$ cat config.mk
export PLATFORM = sky130hd
export DESIGN_NAME = spi_wb_sequencer
export DESIGN_NICKNAME = d
export VERILOG_FILES = /design/src/rtl/spi_wb_sequencer.sv
export SDC_FILE = /design/constraint.sdc
export NUM_CORES = 1
export LEC_CHECK = 0
export CAP_MARGIN = 15
export CORE_MARGIN = 2
export CORE_UTILIZATION = 40
export CTS_CLUSTER_SIZE = 25
export DETAILED_ROUTE_END_ITERATION = 12
export GPL_TIMING_DRIVEN = 0
export PLACE_DENSITY_LB_ADDON = 0.12
export RECOVER_POWER = 50
export SLEW_MARGIN = 5
export SYNTH_ARGS = -nofsm -noshare
export SYNTH_HDL_FRONTEND = slang
export SYNTH_SLANG_ARGS = --single-unit
$ cat constraint.sdc
create_clock -name clk_i -period 2.1 [get_ports clk_i]
set_input_delay 0.63 -clock clk_i [delete_from_list [all_inputs] [get_ports clk_i]]
set_output_delay 0.63 -clock clk_i [all_outputs]
set_load 0.01 [all_outputs]
$ cat src/rtl/spi_wb_sequencer.sv
// SPI byte-stream to single-beat Wishbone master sequencer (cmd/addr/data per CS frame).
// Optional bus timeout: define SPI_WB_TIMEOUT_EN.
module spi_wb_sequencer #(
   parameter int WB_ADDR_WIDTH  = 17,
   parameter int TIMEOUT_CYCLES = 255
) (
   input  logic                     clk_i,
   input  logic                     rst_ni,
   input  logic                     spi_cs_ni,
   input  logic                     spi_valid_i,
   input  logic [7:0]               spi_data_i,
   output logic [7:0]               spi_data_o,
   output logic [WB_ADDR_WIDTH-1:0] wb_adr_o,
   output logic [7:0]               wb_dat_o,
   input  logic [7:0]               wb_dat_i,
   output logic                     wb_we_o,
   output logic                     wb_cyc_o,
   output logic                     wb_stb_o,
   input  logic                     wb_ack_i,
   output logic                     busy_o,
   output logic                     overrun_o,
   output logic                     timeout_o
);

   localparam logic [2:0] ST_CMD     = 3'd0;
   localparam logic [2:0] ST_ADDR_HI = 3'd1;
   localparam logic [2:0] ST_ADDR_LO = 3'd2;
   localparam logic [2:0] ST_DATA    = 3'd3;
   localparam logic [2:0] ST_BUS     = 3'd4;
   localparam logic [2:0] ST_DONE    = 3'd5;

   localparam logic [1:0] OP_WRITE      = 2'b00;
   localparam logic [1:0] OP_READ       = 2'b01;
   localparam logic [1:0] OP_WRITE_NEXT = 2'b10;

   logic [2:0]               state_r;
   logic [WB_ADDR_WIDTH-1:0] addr_r;
   logic [8:0]               addr_hi_r;   // {addr[16], addr[15:8]} until the low byte commits
   logic                     write_r;
   logic                     cs_end_r;

   logic                     accept_s;
   logic                     start_s;
   logic                     start_we_s;
   logic [WB_ADDR_WIDTH-1:0] start_adr_s;
   logic [WB_ADDR_WIDTH-1:0] full_addr_s;

`ifdef SPI_WB_TIMEOUT_EN
   localparam int TW = (TIMEOUT_CYCLES > 255) ? $clog2(TIMEOUT_CYCLES + 1) : 8;
   logic [TW-1:0] tmo_cnt_r;
`else
   assign timeout_o = 1'b0;
`endif

   // A byte only counts while the frame is open and no bus cycle is pending.
   assign accept_s    = spi_valid_i & ~spi_cs_ni & ~wb_cyc_o;
   assign full_addr_s = WB_ADDR_WIDTH'({addr_hi_r, spi_data_i});
   assign busy_o      = wb_cyc_o;

   // Decide whether the byte being accepted launches a bus cycle, and with what.
   always_comb begin
      start_s     = 1'b0;
      start_we_s  = write_r;
      start_adr_s = addr_r;
      if (accept_s) begin
         case (state_r)
            ST_CMD: begin
               start_s    = (spi_data_i[7:6] == 2'b11);
               start_we_s = 1'b0;
            end
            ST_ADDR_LO: begin
               start_s     = ~write_r;
               start_adr_s = full_addr_s;
            end
            ST_DATA: begin
               start_s = 1'b1;
            end
            default: begin
               start_s = 1'b0;
            end
         endcase
      end else begin
         start_s = 1'b0;
      end
   end

   // Sequencer state, address register and all registered outputs.
   always_ff @(posedge clk_i or negedge rst_ni) begin
      if (!rst_ni) begin
         state_r    <= ST_CMD;
         addr_r     <= '0;
         addr_hi_r  <= 9'd0;
         write_r    <= 1'b0;
         cs_end_r   <= 1'b0;
         spi_data_o <= 8'd0;
         wb_adr_o   <= '0;
         wb_dat_o   <= 8'd0;
         wb_we_o    <= 1'b0;
         wb_cyc_o   <= 1'b0;
         wb_stb_o   <= 1'b0;
         overrun_o  <= 1'b0;
`ifdef SPI_WB_TIMEOUT_EN
         tmo_cnt_r  <= '0;
         timeout_o  <= 1'b0;
`endif
      end else begin
         if (spi_valid_i && wb_cyc_o) begin
            overrun_o <= 1'b1;
         end
         if (start_s) begin
            wb_cyc_o <= 1'b1;
            wb_stb_o <= 1'b1;
            wb_we_o  <= start_we_s;
            wb_adr_o <= start_adr_s;
            cs_end_r <= 1'b0;
`ifdef SPI_WB_TIMEOUT_EN
            tmo_cnt_r <= '0;
`endif
         end
         case (state_r)
            ST_CMD: begin
               if (accept_s) begin
                  write_r      <= ~spi_data_i[6];
                  addr_hi_r[8] <= spi_data_i[0];
                  case (spi_data_i[7:6])
                     OP_WRITE: begin
                        overrun_o <= 1'b0;
                        state_r   <= ST_ADDR_HI;
                     end
                     OP_READ:       state_r <= ST_ADDR_HI;
                     OP_WRITE_NEXT: state_r <= ST_DATA;
                     default:       state_r <= ST_BUS;
                  endcase
               end
            end
            ST_ADDR_HI: begin
               if (spi_cs_ni) begin
                  state_r <= ST_CMD;
               end else if (accept_s) begin
                  addr_hi_r[7:0] <= spi_data_i;
                  state_r        <= ST_ADDR_LO;
               end
            end
            ST_ADDR_LO: begin
               if (spi_cs_ni) begin
                  state_r <= ST_CMD;
               end else if (accept_s) begin
                  addr_r  <= full_addr_s;
                  state_r <= write_r ? ST_DATA : ST_BUS;
               end
            end
            ST_DATA: begin
               if (spi_cs_ni) begin
                  state_r <= ST_CMD;
               end else if (accept_s) begin
                  wb_dat_o <= spi_data_i;
                  state_r  <= ST_BUS;
               end
            end
            ST_BUS: begin
               // A frame ending mid-cycle is remembered so the cycle can finish first.
               if (spi_cs_ni) begin
                  cs_end_r <= 1'b1;
               end
               if (wb_ack_i) begin
                  wb_cyc_o <= 1'b0;
                  wb_stb_o <= 1'b0;
                  wb_we_o  <= 1'b0;
                  if (!wb_we_o) begin
                     spi_data_o <= wb_dat_i;
                  end
                  addr_r  <= addr_r + WB_ADDR_WIDTH'(1);
                  state_r <= (cs_end_r || spi_cs_ni) ? ST_CMD : ST_DONE;
               end
`ifdef SPI_WB_TIMEOUT_EN
               else if (tmo_cnt_r == TW'(TIMEOUT_CYCLES - 1)) begin
                  wb_cyc_o  <= 1'b0;
                  wb_stb_o  <= 1'b0;
                  wb_we_o   <= 1'b0;
                  timeout_o <= 1'b1;
                  if (!wb_we_o) begin
                     spi_data_o <= 8'hFF;
                  end
                  state_r <= (cs_end_r || spi_cs_ni) ? ST_CMD : ST_DONE;
               end else begin
                  tmo_cnt_r <= tmo_cnt_r + TW'(1);
               end
`endif
            end
            ST_DONE: begin
               if (spi_cs_ni) begin
                  state_r <= ST_CMD;
               end
            end
            default: begin
               state_r <= ST_CMD;
            end
         endcase
      end
   end

endmodule

==> key figures, run 1 <==
Yosys
  – Synth Warn #: 0
  – Share of the synthesized area in the top cell type: 0.495
  – Synth Area per Inst: 11.3 um^2
  – Yosys top cell by area: dfrtp_1
  – Synth Register Bits: 68
  – Post-synth EDFFs: 0
  – Main synth FF type: dfrtp_1
  – Top-count cell post-synth: dfrtp_1
  – Net count after synthesis: about 330
  – Top post-synthesis cells by area: dfrtp_1 (50%), mux2_2 (17%), a21oi_1 (3.5%)
  – Post-Syn Instances: 305
  – Sequential fraction of the synthesis area: 0.495
  – Mapped cell area: 0.00344 mm^2
  – Cell variety after synth: 60
  – Most frequent cells after synthesis: dfrtp_1 (68), mux2_2 (51), a21oi_1 (24)
  – Ys async rst share: 1.00

Status
  – Status: complete, no violations

Layout
  – Nets@finish: 401
  – Multi-input logic area: 0.00168 mm^2
  – ANT cells: 0
  – Filler instances: around 740
  – Layout cells sized above 1: 0.277
  – Post-Layout Inst Area: 0.00449 mm^2
  – Post-route insts no fill: 487
  – Area delta synth->final: 30.6%
  – FF/Latch Area: between 0.0015 and 0.002 mm^2

Clocking
  – Clock-pin slew on the worst setup and hold paths: 0.08 ns
  – CTS tree: built
  – Maximum clock path buffer count: 2
  – # clock sinks: 68
  – CTS H-tree depth: 3
  – Hold-fix buffers at CTS: 0
  – TritonCTS Buffers: 9
  – Root Buffer: clkbuf_8
  – Worst skew pair latency: between 0.3 and 0.4 ns

STA
  – Period utilisation layout: 0.981
  – Least-Margin Pin Slew: 0.850 ns
  – Clock Skews: 0.0129 ns
  – # setup viols final: 0
  – Setup TNS Final: 0 ns
  – Tmin final: 2.06 ns
  – Slew Limit Headroom: 0.433
  – Max Freq: 485 MHz
  – Final Hold Viols: 0
  – Unrepaired setup endpoints after global routing: true
  – Max-slew violations: 0

Drt
  – DR vias: between 2000 and 3000
  – Total wire length: 8700 um
  – Post-DR vias/cell: 5.58
  – DRT antenna net count: 0
  – Drt first-iter violations: 81
  – Avg WL per Cell: 17.9 um
  – Drt drc: 0
  – DRT Pass-1 Iters: 4

GRT
  – Met2 Use GR: 0.307
  – Met3 GRT Util: 0.0383
  – First-pass GRT wire length: 14500 um
  – Vias in the first global route: between 2000 and 3000
  – Largest net degree at the start of global routing: 38
  – GR Util met1: 0.263
  – GRT Util Overall: 0.193
  – Most crowded layer after global routing: met2
  – Grt total ovfl: 0
  – Initial antenna violation count: 0

Floorplan
  – Die area: 0.00935 mm^2
  – Io pins: 60
  – Die width: 96.7 um
  – Initial Util: 0.416
  – Core Box Area: 0.00826 mm^2
  – Row count: 33
  – Die H: 96.7 um

Placement
  – Placed wire-length estimate: 5980 um
  – DP Area: 0.00416 mm^2
  – Final Wtd Congestion: ~0.88
  – Port-buffer cells: 57
  – Placed insts: 468

Power
  – Worst VDD drop: 0.637 mV
  – Cell Pwr Density: around 1400 mW/mm^2
  – LEAKAGE: 0.00187 uW
  – Power Total: 6180 uW

Critical path
  – Critical path peak fanout: 6
  – CP Launch Type: primary input
  – Worst Setup End Kind: flip-flop
  – Reg2reg start: busy_o
  – Reg2reg end: wb_adr_o[3]
  – Worst Path Arrival: 2.28 ns
  – R2R depth: 5
  – FF-to-FF setup slack: roughly 0.06 ns
  – Class of the most critical setup path: primary input to flip-flop
  – CP Data Required Time: 2.32 ns

Run
  – Max cap viols: 0

Hold path
  – Hold WC Path Type: primary input to async pin
[sequential cells by signal, summed over array words and instances (netlist names)]
signal      flops
addr_hi_r       9
addr_r         17
busy_o          1
cs_end_r        1
overrun_o       1
spi_data_o      8
state_r         3
wb_adr_o       17
wb_dat_o        8
wb_stb_o        1
wb_we_o         1
write_r         1
[timing repair]
item	in CTS	in global routing
resized for setup	22	23
buffers inserted	3	1
setup endpoints to repair	60	29
cloned	1	0
pin swaps	3	1
[worst max-delay path by stage]
stage | end | from | cells after the start
final | addr_r[0] | wb_ack_i | 4
after global routing | addr_hi_r[4] | spi_cs_ni | 5
after CTS | wb_adr_o[13] | busy_o | 5
after detailed placement | wb_adr_o[8] | spi_valid_i | 6
after global placement | wb_dat_o[5] | rst_ni | 1
after floorplan | wb_adr_o[3] | spi_cs_ni | 5
[per-layer routing]
layer	wire (um)	up-vias
met5	0	-
met4	95	0
met3	427	8
met2	4080	87
met1	4100	1332
li1	-	1289
[power by group]
part	internal (uW)	total [uW]	switching, uW
clock network	599	1070	475
logic	1520	2700	1180
registers	1910	2410	498
total	4030	6180	2150
[stage by stage]
step | setup slack (ns) | utilization | hold slack (ns)
floorplan | -0.0201 | - | 0.334
global placement | -2.06 | 0.501 | 0.472
detailed placement | -0.663 | 0.503 | 0.479
CTS | 0.0218 | 0.537 | 0.230
global route | -0.0166 | 0.543 | 0.444
finish | 0.0400 | 0.543 | 0.375
[cell usage in the layout, fill, tap and decap left out, drive strengths merged, types with 14 or more instances in the layout]
cell type	n
dfrtp	68
clkdlybuf4s50	53
mux2	51
a21oi	25
clkbuf	21
o21ai	20
nand2	18
buf	18
nor2	16
nand3	14
[worst max-delay path: stages]
cell and delay (ns):
clkdlybuf4s50_1 0.55, nor4bb_2 0.49, a21oi_1 0.25, a221o_1 0.36
[logic make-up after synthesis]
group	count (synthesis)	share of synthesized area
buffers and inverters	22	0.0393
AO/OA/AOI/OAI	76	0.144
flip-flops	68	0.495
adder cells (fa/ha/maj)	1	0.00364
other	1	0.00109
multiplexers	51	0.167
AND/OR/NAND/NOR	86	0.149
[final cells by class]
| cell class | count | area share |
|---|---|---|
| sequential | 68 | 0.380 |
| inverter | 5 | 0.00418 |
| multi-input combinational | 215 | 0.375 |
| timing repair buffer | 63 | 0.140 |
| tap | 105 | 0.0293 |
| buffer | 17 | 0.0293 |
| clock inverter | 2 | 0.00781 |
| clock buffer | 12 | 0.0346 |
Note: power is estimated with default switching activity, not from simulation.
==> inputs of run 2 (changes only) <==
CTS_BUF_LIST = sky130_fd_sc_hd__clkbuf_4 sky130_fd_sc_hd__clkbuf_8   (was not set)
PLACE_DENSITY_LB_ADDON = 0.3   (was 0.12)
==> run 2 against run 1 <==
  * The flow now finishes with violations (negative setup slack)
  * Power decreased by 1.4%
  * Largest power group unchanged
  * Setup slack got worse by 0.050 ns
  * Register-to-register slack got worse by 0.07 ns
  * Largest cell class unchanged
  * Sequential share of layout area decreased by 0.47 points
  * Critical endpoint is now addr_r[13]
  * Clock-buffer cell count decreased by 1
==> key figures, run 2 (synthesis results as in run 1) <==
Clocking
  – CTS H-tree depth: 3
  – Root Buffer: clkbuf_8
  – CTS tree: built
  – Maximum clock path buffer count: 2
  – Clock-pin slew on the worst setup and hold paths: 0.08 ns
  – Worst skew pair latency: 0.35 ns
  – # clock sinks: 68
  – TritonCTS Buffers: 9

Layout
  – Multi-input logic area: about 0.0017 mm^2
  – Top flop regs: addr_r x17, wb_adr_o x17, addr_hi_r x9
  – Most common cell after layout, fill and taps aside: dfrtp_1
  – Layout cells sized above 1: 0.299
  – Most frequent cells in the layout: dfrtp_1 (67), mux2_2 (43), clkdlybuf4s50_1 (43)
  – Filler instances: approximately 700
  – ANT cells: 0
  – Area delta synth->final: 32.2%
  – Nets@finish: about 410
  – FF/Latch Area: 0.00170 mm^2

Power
  – LEAKAGE: 0.00192 uW
  – Sw power: between 2000 and 2500 uW
  – Clock Power Share: 0.166
  – Power Total: slightly above 6000 uW
  – Int Pwr: 3870 uW
  – Power share of the sequential group: 0.394
  – Worst VDD drop: 0.585 mV
  – Cell Pwr Density: 1340 mW/mm^2
  – Comb pwr share: 0.440
  – Sw Ratio: 0.364

GRT
  – Largest net degree at the start of global routing: 37
  – Met3 GRT Util: 0.0462
  – GRT Util Overall: 0.190
  – Initial antenna violation count: 0
  – Met2 Use GR: 0.291
  – GR Util met1: 0.268
  – First-pass GRT wire length: 14400 um
  – Vias in the first global route: 2739
  – Most crowded layer after global routing: met2
  – Grt total ovfl: 0

STA
  – Max Freq: ~470 MHz
  – Clock Skews: 0.00706 ns
  – Slew Limit Headroom: 0.395
  – Unrepaired setup endpoints after global routing: true
  – Tmin final: 2.11 ns
  – Final WS setup: -0.0102 ns
  – Least-Margin Pin Slew: 0.908 ns
  – Period utilisation layout: 1.00
  – Max-slew violations: 0
  – # setup viols final: 1
  – Final Hold Viols: 0
  – Setup TNS Final: -0.0102 ns

Critical path
  – Critical path peak fanout: 10
  – Class of the most critical setup path: flip-flop to flip-flop
  – CP Launch Type: flip-flop
  – CP Data Required Time: ~2.3 ns
  – Worst Setup End Kind: flip-flop
  – Worst Path Arrival: 2.35 ns

Drt
  – DRT Pass-1 Iters: 4
  – DRT antenna net count: 0
  – Drt drc: 0
  – Drt first-iter violations: 146
  – Avg WL per Cell: about 17 um
  – Total wire length: 8690 um
  – Post-DR vias/cell: 5.70
  – DR vias: 2843

Placement
  – Worst slack, placed: -0.664 ns
  – Placed wire-length estimate: slightly below 6000 um
  – Port-buffer cells: 57
  – Final Wtd Congestion: between 0.8 and 0.9

Floorplan
  – Io pins: 60
  – Core Box Area: 0.00826 mm^2
  – Die area: between 0.009 and 0.01 mm^2
  – Die H: between 90 and 100 um
  – Row count: 33
  – Initial Util: 0.416
  – Die width: 96.7 um

Run
  – Max cap viols: 0

Hold path
  – Hold WC Path Type: primary input to async pin

Status
  – Status: finished with violations
  – Violated checks: negative setup slack
==> run 2: changes by cell type in the layout (fill, tap and decap cells not counted), sizes merged <==
cell / previous run / this run
bufinv: 1 / 0
bufbuf: 0 / 1
dlygate4sd3: 0 / 10
buf: 18 / 28
clkdlybuf4s15: 0 / 1
clkbuf: 21 / 17
inv: 5 / 6
dlygate4sd2: 0 / 1
clkdlybuf4s50: 53 / 43
clkinvlp: 0 / 3
==> run 2: final cells by class <==
type,instances,share of cell area
sequential,68,0.375
multi-input combinational,215,0.367
timing repair buffer,73,0.156
clock buffer,11,0.0319
buffer,17,0.0292
tap,105,0.0289
clock inverter,5,0.00799
inverter,5,0.00413
==> run 2: path summary, 6_finish.rpt <==
path / end / start / depth (start not counted) / slack, ns
worst max-delay path: addr_r[13] / busy_o / 6 / -0.01
worst min-delay path: overrun_o / rst_ni / 1 / 0.35
worst max register to register: addr_r[13] / busy_o / 6 / -0.01
worst min register to register: wb_dat_o[0] / wb_dat_o[0] / 1 / 0.50
max in group asynchronous: addr_r[9] / rst_ni / 2 / 0.36
min in group clk_i: wb_dat_o[0] / wb_dat_o[0] / 1 / 0.50
==> run 2: through the flow <==
step	hold slack, ns	area [um^2]	instances	util
after floorplan	0.334	3440	305	-
after global placement	0.473	4140	467	0.501
after detailed placement	0.486	4160	468	0.503
after CTS	0.229	4530	495	0.549
after global routing	0.430	4540	499	0.550
final	0.354	4540	499	0.550
==> run 2: timing repair <==
action                                  4_1_cts  5_1_grt
gates cloned                                  2        0
pin swaps                                     4        4
setup buffers                                 9        6
endpoints found under the setup margin       55       31
gates resized for setup                      28        6
hold buffers                                  0        0
==> run 2: worst max-delay path, cell delays in order, from the launching register on <==
cell,delay (ns)
dfrtp_2,0.42
or4b_4,0.58
buf_4,0.16
buf_6,0.14
o21ai_4,0.30
o21ai_2,0.09
a221o_1,0.30
==> run 2: layer usage <==
metal | vias to the layer above | part of all wire | wire (um)
met1 | 1401 | 0.47 | 4080
met3 | 9 | 0.065 | 561
met4 | 0 | 0.0090 | 78
met5 | - | 0 | 0
met2 | 113 | 0.46 | 3970
li1 | 1320 | - | -
==> run 2: power groups by stage <==
stage                     sequential [uW]  combinational, uW  clock, uW
final                                2400               2680       1010
after global routing                 2490               2910       1080
after CTS                            2410               2650       1030
after detailed placement             2420               2540          0
after global placement               2390               2500          0
after floorplan                      2460               1370          0
==> inputs of run 3 (changes only) <==
CORE_UTILIZATION = 55   (was 40)
==> run 3 against run 2 <==
  * The flow now finishes without violations
  * Fmax grew 3.1%
  * Sequential cell count is the same
  * Power grew 3.9%
  * Critical path type unchanged
==> key figures, run 3 (synthesis results as in run 1) <==
Status
  – Status: complete, no violations

Placement
  – Final Wtd Congestion: 0.955
  – Placed wire-length estimate: around 5600 um
  – DP Area: 0.00410 mm^2
  – Port-buffer cells: 57
  – Worst slack, placed: -0.659 ns

GRT
  – Vias in the first global route: 2869
  – Initial antenna violation count: 0
  – Grt total ovfl: 0
  – Largest net degree at the start of global routing: 69
  – GRT Util Overall: 0.266
  – First-pass GRT wire length: between 10000 and 15000 um

Drt
  – Highest routed layer: met4
  – Post-DR vias/cell: 6.27
  – Drt drc: 0
  – Met2 WL: 4300 um
  – DR vias: between 2000 and 3000
  – Avg WL per Cell: 19.0 um
  – Met3 routed WL: 708 um
  – Total wire length: just under 9000 um
  – Drt first-iter violations: roughly 370
  – DRT antenna net count: 0
  – DRT met1 WL: 3480 um
  – DRT Pass-1 Iters: 5

Floorplan
  – Core Box Area: 0.00599 mm^2
  – Initial Util: 0.574
  – Io pins: 60
  – Row count: 28
  – Die area: 0.00689 mm^2
  – Die width: slightly above 80 um
  – Die H: 83.0 um

STA
  – Slew Limit Headroom: 0.0133
  – Fin Hold WS: just under 0.5 ns
  – Unrepaired setup endpoints after global routing: false
  – Max Freq: 489 MHz
  – Clock Skews: 0.00661 ns
  – Final WS setup: 0.0534 ns
  – # setup viols final: 0
  – Max-slew violations: 0
  – Period utilisation layout: 0.975
  – Final Hold Viols: 0
  – Least-Margin Pin Slew: 1.48 ns
  – Tmin final: 2.05 ns

Clocking
  – TritonCTS Buffers: 9
  – Maximum clock path buffer count: 2
  – Clock-pin slew on the worst setup and hold paths: around 0.070 ns
  – # clock sinks: ~70
  – Worst skew pair latency: 0.35 ns
  – Hold-fix buffers at CTS: 0
  – CTS H-tree depth: 3
  – CTS tree: built
  – Root Buffer: clkbuf_8

Layout
  – Post-Layout Inst Area: 0.00447 mm^2
  – Area delta synth->final: 30.1%
  – Top flop regs: addr_r x17, wb_adr_o x17, addr_hi_r x9
  – ANT cells: 0
  – Layout cells sized above 1: 0.291
  – Nets@finish: 402
  – Most frequent cells in the layout: dfrtp_1 (66), mux2_2 (42), clkdlybuf4s50_1 (42)
  – Most common cell after layout, fill and taps aside: dfrtp_1

Hold path
  – Hold path startpoint: overrun_o
  – Hold WC Path Type: flip-flop to flip-flop

Power
  – Cell Pwr Density: 1420 mW/mm^2
  – Power Total: 6330 uW
  – LEAKAGE: 0.00190 uW
  – Worst VDD drop: 0.860 mV

Critical path
  – Critical path peak fanout: 5
  – CP Depth: 6
  – Reg2reg end: wb_adr_o[3]
  – Worst Setup End Kind: flip-flop
  – Worst Path Arrival: 2.29 ns
  – Critical path origin: busy_o
  – CP max stage cell: or4b_4
  – Top cell by count, worst path: mux2_2
  – Critical Path Max Stage Delay: roughly 0.52 ns
  – Crit path max-delay family: simple AND/OR/NAND/NOR gates
  – FF-to-FF setup slack: 0.05 ns
  – Reg2reg start: busy_o
  – CP Launch Type: flip-flop
  – Class of the most critical setup path: flip-flop to flip-flop
  – Worst path cell trace: or4b_4 > nor2_4 > buf_6 > buf_16 > mux2_2 > mux2_2
  – R2R depth: 6
  – CP Data Required Time: 2.34 ns
  – CP endpoint: wb_adr_o[3]
  – Buf+Inv Stages, Crit Path: 2

Run
  – Max cap viols: 0
[run 3: routing by layer]
metal | global-route usage | up-vias
met5 | 0 | -
met4 | 0.142 | 0
met3 | 0.0596 | 40
met2 | 0.423 | 179
met1 | 0.338 | 1369
li1 | - | 1294
[run 3: worst min path at each step]
stage                   endpoint  cells past startpoint  slack (ns)
floorplan           addr_hi_r[0]                      0        0.33
finish                 overrun_o                      1        0.49
CTS                    overrun_o                      1        0.43
detailed placement     overrun_o                      1        0.49
global route           overrun_o                      1        0.51
global placement        wb_stb_o                      1        0.47
[run 3: worst register-to-register path, stage by stage, from the launching register on]
cell and delay, ns:
dfrtp_2 0.44, or4b_4 0.52, nor2_4 0.15, buf_6 0.14, buf_16 0.12, mux2_2 0.32
mux2_2 0.26
[run 3: cell type report]
type,instances,area [um^2]
fillers,423,1520
well taps,75,93.8
clock buffers,12,153
multi-input cells,215,1670
repair buffers,64,631
plain buffers,17,128
flip-flops and latches,68,1700
clock inverters,4,72.6
inverters,5,18.8
[run 3: power breakdown]
part           internal [uW]  switching [uW]  total (uW)
clock                    726             506        1230
combinational           1460            1220        2680
sequential              1910             513        2420
total                   4090            2240        6330
[run 3: what timing repair did]
| item | 4_1_cts | 5_1_grt |
|---|---|---|
| cloned | 1 | 0 |
| pin swaps | 2 | 2 |
| setup endpoints to repair | 55 | 29 |
| setup buffers | 4 | 2 |
| resized for setup | 26 | 14 |
[run 3: metrics by stage]
stage | setup TNS, ns | std cells | util
6_report | 0 | 460 | 0.746
5_1_grt | 0 | 460 | 0.746
4_1_cts | 0 | 458 | 0.742
3_5_place_dp | -32.38 | 437 | 0.684
3_3_place_gp | -156.93 | 437 | 0.684
2_1_floorplan | -0.160 | 305 | -
